==> src/rtl/count_seq_ctrl_pkg.sv <==
// Shared types for the count sequence controller: FSM states, the
// latched command record and the default counter width.
package count_seq_pkg;

    // Default counter datapath width; the latched command record is sized by it.
    localparam int CNT_W = 4;

    typedef enum logic [2:0] {
        ST_IDLE = 3'd0,
        ST_LOAD = 3'd1,
        ST_RUN  = 3'd2,
        ST_HOLD = 3'd3,
        ST_DONE = 3'd4
    } state_t;

    // Command captured at the handshake and held for the whole sequence.
    typedef struct packed {
        logic [CNT_W-1:0] start;
        logic [CNT_W-1:0] limit;
        logic             dir;
        logic             wrap;
    } cmd_t;

    localparam cmd_t CMD_RESET = '0;

endpackage

==> src/rtl/count_seq_ctrl_if.sv <==
// Command handshake bundle between a command source and the controller.
interface count_seq_ctrl_if #(
    parameter int W = 4
);
    logic         cmd_valid;
    logic         cmd_ready;
    logic [W-1:0] cmd_start;
    logic [W-1:0] cmd_limit;
    logic         cmd_dir;
    logic         cmd_wrap;

    // Command source side.
    modport master (
        output cmd_valid,
        output cmd_start,
        output cmd_limit,
        output cmd_dir,
        output cmd_wrap,
        input  cmd_ready
    );

    // Controller side.
    modport slave (
        input  cmd_valid,
        input  cmd_start,
        input  cmd_limit,
        input  cmd_dir,
        input  cmd_wrap,
        output cmd_ready
    );

endinterface

==> src/rtl/count_seq_ctrl_step.sv <==
// Modulo-2^W increment/decrement of the counter feedback value.
module count_step
    import count_seq_pkg::*;
#(
    parameter int W = CNT_W
) (
    input  logic [W-1:0] q,
    input  logic         dir,
    output logic [W-1:0] nxt
);

    // Natural wrap of W-bit arithmetic gives the modulo behaviour for free.
    always_comb begin
        nxt = dir ? (q + W'(1)) : (q - W'(1));
    end

endmodule

==> src/rtl/count_seq_ctrl.sv <==
// Sequencer for an external counter register: loads a start value, steps it
// towards a limit in either direction, optionally reloading at the limit, and
// checks the counter's Q/Q-bar feedback pair for consistency.
module count_seq_ctrl
    import count_seq_pkg::*;
#(
    parameter int W = CNT_W
) (
    input  logic                  clk,
    input  logic                  rst_n,
    count_seq_ctrl_if.slave       cmd,
    input  logic                  pause,
    input  logic                  abort,
    input  logic [W-1:0]          cnt_q,
    input  logic [W-1:0]          cnt_qbar,
    output logic [W-1:0]          cnt_d,
    output logic                  cnt_we,
    output logic                  busy,
    output logic                  done,
    output logic                  wrap_pulse,
    output logic                  err
);

    state_t       state_q, state_d;
    cmd_t         cmd_q, cmd_d;
    logic         err_q, err_d;
    logic         rdy_q, rdy_d;

    logic [W-1:0] step_val;
    logic         at_limit;
    logic         qbar_bad;

    // The +/-1 arithmetic lives in its own block so it can be reused and
    // checked in isolation.
    count_step #(
        .W (W)
    ) u_step (
        .q   (cnt_q),
        .dir (cmd_q.dir),
        .nxt (step_val)
    );

    // Feedback comparisons used by the RUN and HOLD states.
    always_comb begin
        at_limit = (cnt_q == cmd_q.limit);
        qbar_bad = ((cnt_q ^ cnt_qbar) != {W{1'b1}});
    end

    // Next-state, command latch, sticky error and output decode. Abort beats
    // pause, pause beats the limit compare, and the limit compare beats a
    // plain step.
    always_comb begin
        state_d       = state_q;
        cmd_d         = cmd_q;
        err_d         = err_q;
        rdy_d         = 1'b1;
        cnt_d         = '0;
        cnt_we        = 1'b0;
        done          = 1'b0;
        wrap_pulse    = 1'b0;
        cmd.cmd_ready = 1'b0;
        busy          = (state_q != ST_IDLE);

        case (state_q)
            ST_IDLE: begin
                // rdy_q keeps ready low until the first edge after reset
                // release; abort has no meaning here and is ignored.
                cmd.cmd_ready = rdy_q;
                if (rdy_q && cmd.cmd_valid) begin
                    cmd_d.start = cmd.cmd_start;
                    cmd_d.limit = cmd.cmd_limit;
                    cmd_d.dir   = cmd.cmd_dir;
                    cmd_d.wrap  = cmd.cmd_wrap;
                    err_d       = 1'b0;
                    state_d     = ST_LOAD;
                end
            end

            ST_LOAD: begin
                cnt_d = cmd_q.start;
                if (abort) begin
                    state_d = ST_IDLE;
                end else begin
                    cnt_we  = 1'b1;
                    state_d = ST_RUN;
                end
            end

            ST_RUN: begin
                if (qbar_bad) begin
                    err_d = 1'b1;
                end
                cnt_d = at_limit ? cmd_q.start : step_val;
                if (abort) begin
                    state_d = ST_IDLE;
                end else if (pause) begin
                    state_d = ST_HOLD;
                end else if (at_limit) begin
                    if (cmd_q.wrap) begin
                        cnt_we     = 1'b1;
                        wrap_pulse = 1'b1;
                    end else begin
                        state_d = ST_DONE;
                    end
                end else begin
                    cnt_we = 1'b1;
                end
            end

            ST_HOLD: begin
                if (qbar_bad) begin
                    err_d = 1'b1;
                end
                cnt_d = cnt_q;
                if (abort) begin
                    state_d = ST_IDLE;
                end else if (!pause) begin
                    state_d = ST_RUN;
                end
            end

            ST_DONE: begin
                if (!abort) begin
                    done = 1'b1;
                end
                state_d = ST_IDLE;
            end

            default: begin
                state_d = ST_IDLE;
            end
        endcase
    end

    // State, latched command and flags; reset abandons any sequence at once.
    always_ff @(posedge clk or negedge rst_n) begin
        if (!rst_n) begin
            state_q <= ST_IDLE;
            cmd_q   <= CMD_RESET;
            err_q   <= 1'b0;
            rdy_q   <= 1'b0;
        end else begin
            state_q <= state_d;
            cmd_q   <= cmd_d;
            err_q   <= err_d;
            rdy_q   <= rdy_d;
        end
    end

    assign err = err_q;

endmodule
==> src/flat_wrapper.sv <==
// flat-port wrapper written by rule: the top's interface ports become plain ports
module count_seq_ctrl_flat import count_seq_pkg::*;
#(
    parameter int W = CNT_W
)
  (clk, rst_n, pause, abort, cnt_q, cnt_qbar, cnt_d, cnt_we, busy, done, wrap_pulse, err, cmd_cmd_valid, cmd_cmd_start, cmd_cmd_limit, cmd_cmd_dir, cmd_cmd_wrap, cmd_cmd_ready);
  count_seq_ctrl_if #(.W(W)) cmd_i ();
  input  logic clk;
  input  logic rst_n;
  input  logic pause;
  input  logic abort;
  input  logic [W-1:0] cnt_q;
  input  logic [W-1:0] cnt_qbar;
  output logic [W-1:0] cnt_d;
  output logic cnt_we;
  output logic busy;
  output logic done;
  output logic wrap_pulse;
  output logic err;
  input wire logic [$bits(cmd_i.cmd_valid)-1:0] cmd_cmd_valid;
  input wire logic [$bits(cmd_i.cmd_start)-1:0] cmd_cmd_start;
  input wire logic [$bits(cmd_i.cmd_limit)-1:0] cmd_cmd_limit;
  input wire logic [$bits(cmd_i.cmd_dir)-1:0] cmd_cmd_dir;
  input wire logic [$bits(cmd_i.cmd_wrap)-1:0] cmd_cmd_wrap;
  output wire logic [$bits(cmd_i.cmd_ready)-1:0] cmd_cmd_ready;
  assign cmd_i.cmd_valid = cmd_cmd_valid;
  assign cmd_i.cmd_start = cmd_cmd_start;
  assign cmd_i.cmd_limit = cmd_cmd_limit;
  assign cmd_i.cmd_dir = cmd_cmd_dir;
  assign cmd_i.cmd_wrap = cmd_cmd_wrap;
  assign cmd_cmd_ready = cmd_i.cmd_ready;
  count_seq_ctrl #(.W(W)) u_core (.clk(clk), .rst_n(rst_n), .cmd(cmd_i), .pause(pause), .abort(abort), .cnt_q(cnt_q), .cnt_qbar(cnt_qbar), .cnt_d(cnt_d), .cnt_we(cnt_we), .busy(busy), .done(done), .wrap_pulse(wrap_pulse), .err(err));
endmodule
==> config.mk <==
export PLATFORM = sky130hd
export DESIGN_NAME = count_seq_ctrl_flat
export DESIGN_NICKNAME = d
export VERILOG_FILES = /design/src/rtl/count_seq_ctrl_pkg.sv /design/src/rtl/count_seq_ctrl_if.sv /design/src/rtl/count_seq_ctrl_step.sv /design/src/rtl/count_seq_ctrl.sv /design/src/flat_wrapper.sv
export SDC_FILE = /design/constraint.sdc
export NUM_CORES = 1
export LEC_CHECK = 0
export CAP_MARGIN = 40
export CORE_MARGIN = 1.5
export CORE_UTILIZATION = 45
export DETAILED_ROUTE_END_ITERATION = 16
export PLACE_DENSITY = 0.79
export SETUP_SLACK_MARGIN = 0.4
export SKIP_LAST_GASP = 1
export SYNTH_ARGS = -nofsm -noshare
export SYNTH_HDL_FRONTEND = slang
export SYNTH_SLANG_ARGS = --single-unit
==> constraint.sdc <==
create_clock -name clk -period 1.94 [get_ports clk]
set_input_delay 0.388 -clock clk [delete_from_list [all_inputs] [get_ports clk]]
set_output_delay 0.388 -clock clk [all_outputs]
set_load 0.05 [all_outputs]
* Word-level counts from Yosys, hierarchy flattened
Index checks and enable logic that the tools add are counted.
** Word-level totals
- Bits in registers :: 15
- Latch bits :: 0
- Bits in writable memories :: 0
- Memory bits (read-only) :: 0
- Input bits :: 23
- Logic and storage cells :: 56
- Memories kept :: 0
** Operators by class
- Add/sub/neg operators :: 2
- $mul :: 0
- Divide/modulo/power cells :: 0
- Order comparisons :: 0
- Equal/unequal tests :: 11
- Shift operators :: 0
- Muxes and demuxes :: 27
- Bitwise operators :: 1
- Reductions and logical operators :: 8
** Operators by type and width (number)
- 3-bit 2-to-1 mux :: 7
- 1-bit 2-to-1 mux :: 13
- 3-bit one-hot mux with 4 select lines :: 1
- 4-bit one-hot mux with 3 select lines :: 1
- 4-bit 2-to-1 mux :: 2
- 4-bit inequality test (second input constant) :: 2
- 3-bit by 2-bit equality test with 1-bit output (second input constant) :: 2
- 4-bit by 1-bit adder with 4-bit output (second input constant) :: 1
- 4-bit equality test :: 1
- 2-bit by 1-bit inequality test with 1-bit output (second input constant) :: 2
- 4-bit by 3-bit inequality test with 1-bit output (second input constant) :: 1
- 1-bit one-hot mux with 2 select lines :: 2
- 4-bit AND reduction :: 1
- 4-bit by 1-bit subtractor with 4-bit output (second input constant) :: 1
- 4-bit bitwise XOR :: 1
- 3-bit by 1-bit equality test with 1-bit output (second input constant) :: 1
- 3-bit equality test (second input constant) :: 1
- 3-bit zero test :: 1
- 3-bit inequality test (second input constant) :: 1
- 3-bit AND reduction :: 1
- 3-bit nonzero test :: 1
- 2-bit 2-to-1 mux :: 1
- 2-bit AND reduction :: 1
- 2-bit nonzero test :: 1
- other kinds (2) :: 2

* Depth between registers and ports, before layout
Gate-level depths: netlist of the first run.
- Depth after elaboration :: 5
- Gate-level depth with buffers :: 6
- Mapped depth without buffers :: 6

* By module
From an unflattened synthesis of the first run, not the netlist that was laid out.
** Second synthesis, totals
- Cell total of the unflattened synthesis :: 86
- Area total of the unflattened synthesis :: 949.7 um2
** Modules (own cells, without submodules)
- count_seq_ctrl :: times used 1, cells an instance 76, area each 854.6 um2, seq. area each 375.4 um2
- count_step :: times used 1, cells an instance 10, area each 95.1 um2, seq. area each 0.0 um2

* Worst setup path before layout of the first run
Ideal clock, no wire load.
- Path type :: reg-to-output
- Start point :: reg u_core.state_q[0]
- End point :: out wrap_pulse
- Data arrival time :: 2.239 ns
- Data required time :: 1.552 ns
- Path slack :: -0.687 ns
- Cell stages (with the launch flop) :: 5
- Buffers on the path :: 1
- Path through :: dfrtp_1 buf_6 or3b_1 nor3_2 nor3b_1
** On the way
- Cells in the longest elaborated chain, start to end :: 2
** Ends and longest elaborated chain
- start: declaration :: line count_seq_ctrl.sv:24 : state_t state_q, state_d;
- start signal: assignment :: line count_seq_ctrl.sv:143 : state_q <= state_d;
- 3-bit by 2-bit equality test with 1-bit output :: line count_seq_ctrl.sv:64 : case (state_q)
- 1-bit 2-to-1 mux :: line count_seq_ctrl.sv:64
- end: declaration :: line flat_wrapper.sv:18 : output logic wrap_pulse;
Every way passes these cells.

* Final worst setup path of the first run
- Start point :: reg u_core.cmd_q[1] in the netlist's numbering
- End point :: out cnt_d[3]
** On the way
- Cells in the longest elaborated chain, start to end :: 3
** Ends and longest elaborated chain
- start: declaration :: line count_seq_ctrl.sv:25 : cmd_t cmd_q, cmd_d;
- start signal: assignment :: line count_seq_ctrl.sv:144 : cmd_q <= cmd_d;
- 4-bit 2-to-1 mux :: line count_seq_ctrl_step.sv:14 : nxt = dir ? (q + W'(1)) : (q - W'(1));
- 4-bit 2-to-1 mux :: line count_seq_ctrl.sv:93 : cnt_d = at_limit ? cmd_q.start : step_val;
- 4-bit one-hot mux with 3 select lines :: line count_seq_ctrl.sv:64
- end: declaration :: line flat_wrapper.sv:14 : output logic [W-1:0] cnt_d;
Every way passes these cells.

==> impl_metrics.toml, run 1 <==
[status]
outcome = "finished, violations left"
violations = "negative setup slack"

[detailed_routing]
wl_per_cell_um = 24.72
viasPerCell = 6.168
drtIter0Drc = 80
dr.pass1.iters = 6
drc = 0
num_vias = 1135
drt-total-wl_um = 4549
ant_nets = 0

[worst_hold_path]
hp-class = "input pin to async pin"

[floorplan]
placementRows = 16
core_um2 = 2022
initial_core_util_pct = 49.32
fp.dieH_um = 50.08
die-area_um2 = 2508
die_x_um = 50.08
io_pins = 33

[clock_network]
root_buffer = "clkbuf_4"
max-clock-path-buffers = 2
cts_tree = "built"
cts.clk_slew.worst_paths_ps = 90
htree_levels = 1
clock_latency_ps = 300
hold_buffers = 0
cts_buffers = 3
clkSinkCount = 15

[critical_path]
crit_slowest_cell = "dfrtp_1"
arrival_ps = 1940
end_kind = "output pin"
critPathBufInv = 2
critPathKind = "flop to output pin"
cp.required_ps = 1550
cpPeakStageDelay_ps = 410
cp-start-kind = "flop"
critical_path.top_delay_family = "compound AO/OA/AOI/OAI gates"
path_cells = "inv_2 > ha_4 > a21o_1 > a21oi_2 > xnor2_2 > o21ai_4 > buf_12"
cp_max_fo = 4

[final_layout]
drive_gt1_share_pct = 52.87
stdcell_count = 184
final_util_pct = 93.63
mostFrequentLayoutCells = "buf_4 (23), clkdlybuf4s50_1 (17), dfrtp_1 (15), buf_6 (9)"
fin_nets = 184
stdcell_area_um2 = 1893
area_growth_pct = 89.84
final_common_cell = "buf_4"
diodes = 0

[power]
comb_power_share_pct = 59.7
clock_power_share_pct = 12.0
p_seq_share_pct = 28.3
power_density_nw_per_um2 = 858.9
p_leak_nw = 0.8150
power.total_mw = 1.626
internal-power_uw = 935.1
p_sw_uw = 690.9
peakVddDrop_v = 0.0007170
sw_frac_of_total_pct = 42.49

[placement]
io_buffers = 32
dpl_cell_area_um2 = 1665
dp_hpwl_um = 2202
place_ws_ps = -550.6
gp_congestion = 0.8102
dp.cells = 167

[grt]
grt-ovfl-total = 0
grt_antenna_before_repair = 0
grt_pass1_vias = 1070
grt_pass1_wl_um = 5409
grt_max_degree = 16
grt_use_total_pct = 30.13

[timing]
setup_slack_ps = -384.5
fin_crit_ps = 2325
clock.fmax_ghz = 0.4302
rsz0062_at_grt = "true"
fin_hold_ws_ps = 401.0
finalSetupTns_ps = -2066
setup_viol = 8
skew_ps = 1.733
finalCritPeriodShare_pct = 119.8
slew_violations = 0
hold_viol_final = 0

[synth]
synthFlopType = "dfrtp_1"
syn_nets = 118
synth-warning-count = 0
syn_area_um2 = 997.2
synth_edf_count = 0
synth-seq-cells = 15
syn_avg_cell_area_um2 = 10.84
yosysSeqAreaShare_pct = 37.64
synthDistinctLibCells = 37
synthCells = 92
async_reset_ff_share_pct = 100.0

[run]
cap_violations = 0
==> power groups by stage <==
stage                     clock network (mW)  registers, mW  logic [mW]
after CTS                              0.186          0.442       0.845
final                                  0.195          0.461       0.971
after global placement                     0          0.443       0.744
after detailed placement                   0          0.450       0.770
after global routing                   0.204          0.462        1.01
after floorplan                            0          0.459       0.483
==> cell families (layout without fill, tap and decap cells) <==
| group | after synthesis | count (layout) | synth area share [%] |
|---|---|---|---|
| AOI/OAI and AO/OA | 18 | 18 | 11.29 |
| xor gates and xnor gates | 11 | 11 | 9.662 |
| adders and majority gates | 3 | 3 | 4.517 |
| buffers and inverters | 9 | 73 | 5.771 |
| DFF | 15 | 15 | 37.64 |
| muxes | 12 | 12 | 14.43 |
| other | 1 | 1 | 0.3761 |
| and+or+nand+nor | 23 | 24 | 16.31 |
==> repair_timing <==
action	CTS	global route
endpoints found under the setup margin	19	21
gates cloned	1	0
resized for setup	19	21
buffers inserted	9	3
pin swaps	11	11
==> per-layer routing <==
layer  part of all wire (%)  track usage (%)  up-vias
li1                       -                -      463
met1                     34            35.45      529
met2                     49            50.66      107
met3                    9.2            5.152       36
met4                    7.3            18.06        0
met5                      0                0        -
==> final cells by class <==
| cell class | count | area, µm² |
|---|---|---|
| multi-input cells | 69 | 775.7 |
| repair buffers | 63 | 659.4 |
| flip-flops and latches | 15 | 375.4 |
| fillers | 69 | 128.9 |
| well taps | 27 | 33.78 |
| clock buffers | 4 | 26.28 |
| inverters | 6 | 22.52 |
==> synth_stat cells, drive strengths merged, types with 3 or more instances <==
| cell type | instances | area [µm²] |
|---|---|---|
| dfrtp | 15 | 375.4 |
| inv | 6 | 22.52 |
| mux2 | 7 | 93.84 |
| mux2i | 5 | 50.05 |
| nand2 | 7 | 26.28 |
| nor2 | 3 | 27.53 |
| o21ai | 7 | 35.03 |
| xnor2 | 9 | 78.83 |
==> state kept, by name (all words and copies together), names as in the netlist <==
register,cells
u_core.cmd_q,10
u_core.state_q,3
u_core.err,1
u_core.rdy_q,1
==> path summary, 6_finish.rpt <==
kind	start	to	slack, ps	cells past startpoint
setup / recovery	u_core.cmd_q[1]	cnt_d[3]	-380	7
hold / removal	rst_n	u_core.cmd_q[0]	400	2
setup reg to reg	u_core.state_q[2]	u_core.cmd_q[2]	20	6
hold reg to reg	u_core.cmd_q[0]	u_core.state_q[2]	540	1
max in group asynchronous	rst_n	u_core.cmd_q[8]	1360	2
min in group clk	u_core.cmd_q[0]	u_core.state_q[2]	540	1
Power figures use the tool's default switching activity.
==> run 2, diff against run 1 <==
Settings changed: GPL_ROUTABILITY_DRIVEN set to 0, REMOVE_ABC_BUFFERS set to 1.
==> run 2 against run 1 <==
Effect of this change:
- the flow still finishes with violations (negative setup slack)
- wire length decreased by 18%
- die area stayed put
- non-clock buffer count is 5 lower
- cell count down 2.7%
- combinational power is 11% lower
- setup slack better by 6.4 ps
- critical path type unchanged
- register-to-register slack improved by 30 ps
- via count down 8.0%
- sequential share of layout area grew 1.1 points
- first-iteration DRC count decreased by 55%
- clock skew increased by 13 ps
- critical path depth is 1 lower
==> impl_metrics.toml, run 2 (synthesis results as in run 1) <==
[status]
outcome = "finished, violations left"
violations = "negative setup slack"

[detailed_routing]
wl_per_cell_um = 20.81
drtIter0Drc = 36
viasPerCell = 5.832
ant_nets = 0
wl_met2_um = 1898
drt-total-wl_um = 3725
dr.pass1.iters = 4
num_vias = 1044
drc = 0
met3WireLength_um = 239
met1_length_um = 1469
top_layer_used = "met4"

[timing]
fin_crit_ps = 2318
slew_violations = 0
setup_slack_ps = -378.1
clock.fmax_ghz = 0.4314
fin_hold_ws_ps = 388.3
skew_ps = 14.27
setup_viol = 7
rsz0062_at_grt = "true"
hold_viol_final = 0
finalCritPeriodShare_pct = 119.5

[floorplan]
placementRows = 16
core_um2 = 2022
die_x_um = 50.08
io_pins = 33
fp.dieH_um = 50.08
die-area_um2 = 2508
initial_core_util_pct = 49.32

[power]
peakVddDrop_v = 0.0007832
power_density_nw_per_um2 = 844.6
p_leak_nw = 0.7827

[critical_path]
cp_max_fo = 14
cp-start-kind = "flop"
cp.required_ps = 1550
reg2reg_depth = 6
critPathKind = "flop to output pin"
arrival_ps = 1930
end_kind = "output pin"

[grt]
grt_pass1_vias = 1052
grt-ovfl-total = 0
grt_pass1_wl_um = 5140
grt_antenna_before_repair = 0
grt_use_total_pct = 28.39
grt_max_degree = 16

[run]
cap_violations = 0

[final_layout]
largest-register = "u_core.cmd_q"
final_common_cell = "buf_4"
area_growth_pct = 79.80
mostFrequentLayoutCells = "buf_4 (19), clkdlybuf4s50_1 (17), dfrtp_1 (15), buf_6 (8)"
largest_register_ffs = 10
diodes = 0
fin_nets = 179
drive_gt1_share_pct = 50.00
reg_top3 = "u_core.cmd_q: 10 flops, u_core.state_q: 3 flops"

[clock_network]
clkSinkCount = 15
cts_tree = "built"
htree_levels = 1
cts_buffers = 3
cts.clk_slew.worst_paths_ps = 110
hold_buffers = 0
root_buffer = "clkbuf_4"
clock_latency_ps = 310
max-clock-path-buffers = 2

[placement]
place_ws_ps = -597.8
dp_hpwl_um = 1924
io_buffers = 32

[worst_hold_path]
hp-class = "input pin to async pin"
==> run 2: cell count changes in the layout (fill, tap and decap cells not counted), moves of 2 or more <==
cell     previous run  this run
buf_4              23        19
o21ai_2             2         4
o22ai_2             0         2
o22ai_4             2         0
==> run 2: final timing paths <==
path,from,to,slack [ps]
setup / recovery,u_core.state_q[1],cnt_d[0],-380
hold / removal,rst_n,u_core.rdy_q,390
setup reg to reg,u_core.state_q[2],u_core.cmd_q[6],50
hold reg to reg,u_core.cmd_q[0],u_core.state_q[2],490
max in group asynchronous,rst_n,u_core.cmd_q[3],1350
min in group clk,u_core.cmd_q[0],u_core.state_q[2],490
==> run 2: area by class of cell <==
type	count	area, µm²
clock inverter	1	5.005
timing repair buffer	58	611.8
clock buffer	3	22.52
sequential	15	375.4
inverter	6	22.52
tap	27	33.78
fill	79	229.0
multi-input combinational	69	721.9
==> run 2: critical path, stage by stage, from the launching register on <==
cell and delay (ps):
dfrtp_1 420, buf_6 170, nor4bb_1 450, a41oi_1 140, o211ai_1 160, buf_4 160
buf_12 120
==> run 2: layer usage <==
layer / vias up / global-route usage, %
li1: 453 / -
met1: 521 / 30.77
met2: 56 / 50.00
met3: 14 / 6.970
met4: 0 / 15.28
met5: - / 0
==> run 2: through the flow <==
step | std cells | instance area, µm² | util, % | TNS (ps) | total power, mW
floorplan | 89 | 962.2 | - | -2637 | 0.8122
global placement | 163 | 1494 | 73.89 | -2939 | 1.061
detailed placement | 163 | 1494 | 73.89 | -3347 | 1.094
CTS | 175 | 1692 | 83.66 | -1167 | 1.388
global route | 179 | 1793 | 88.68 | -2093 | 1.574
finish | 179 | 1793 | 88.68 | -1791 | 1.514
==> run 2: what timing repair did <==
action                     in CTS  in global routing
resized for setup              35                 21
cloned                          1                  0
setup endpoints to repair      19                 21
buffers inserted                7                  4
pin swaps                      12                 13
==> run 2: power breakdown <==
part	total (mW)	leakage [nW]	internal, mW	switching (mW)
sequential	0.450	0.183	0.382	0.0686
combinational	0.867	0.582	0.434	0.433
clock	0.197	0.0177	0.0771	0.120
total	1.51	0.783	0.893	0.622
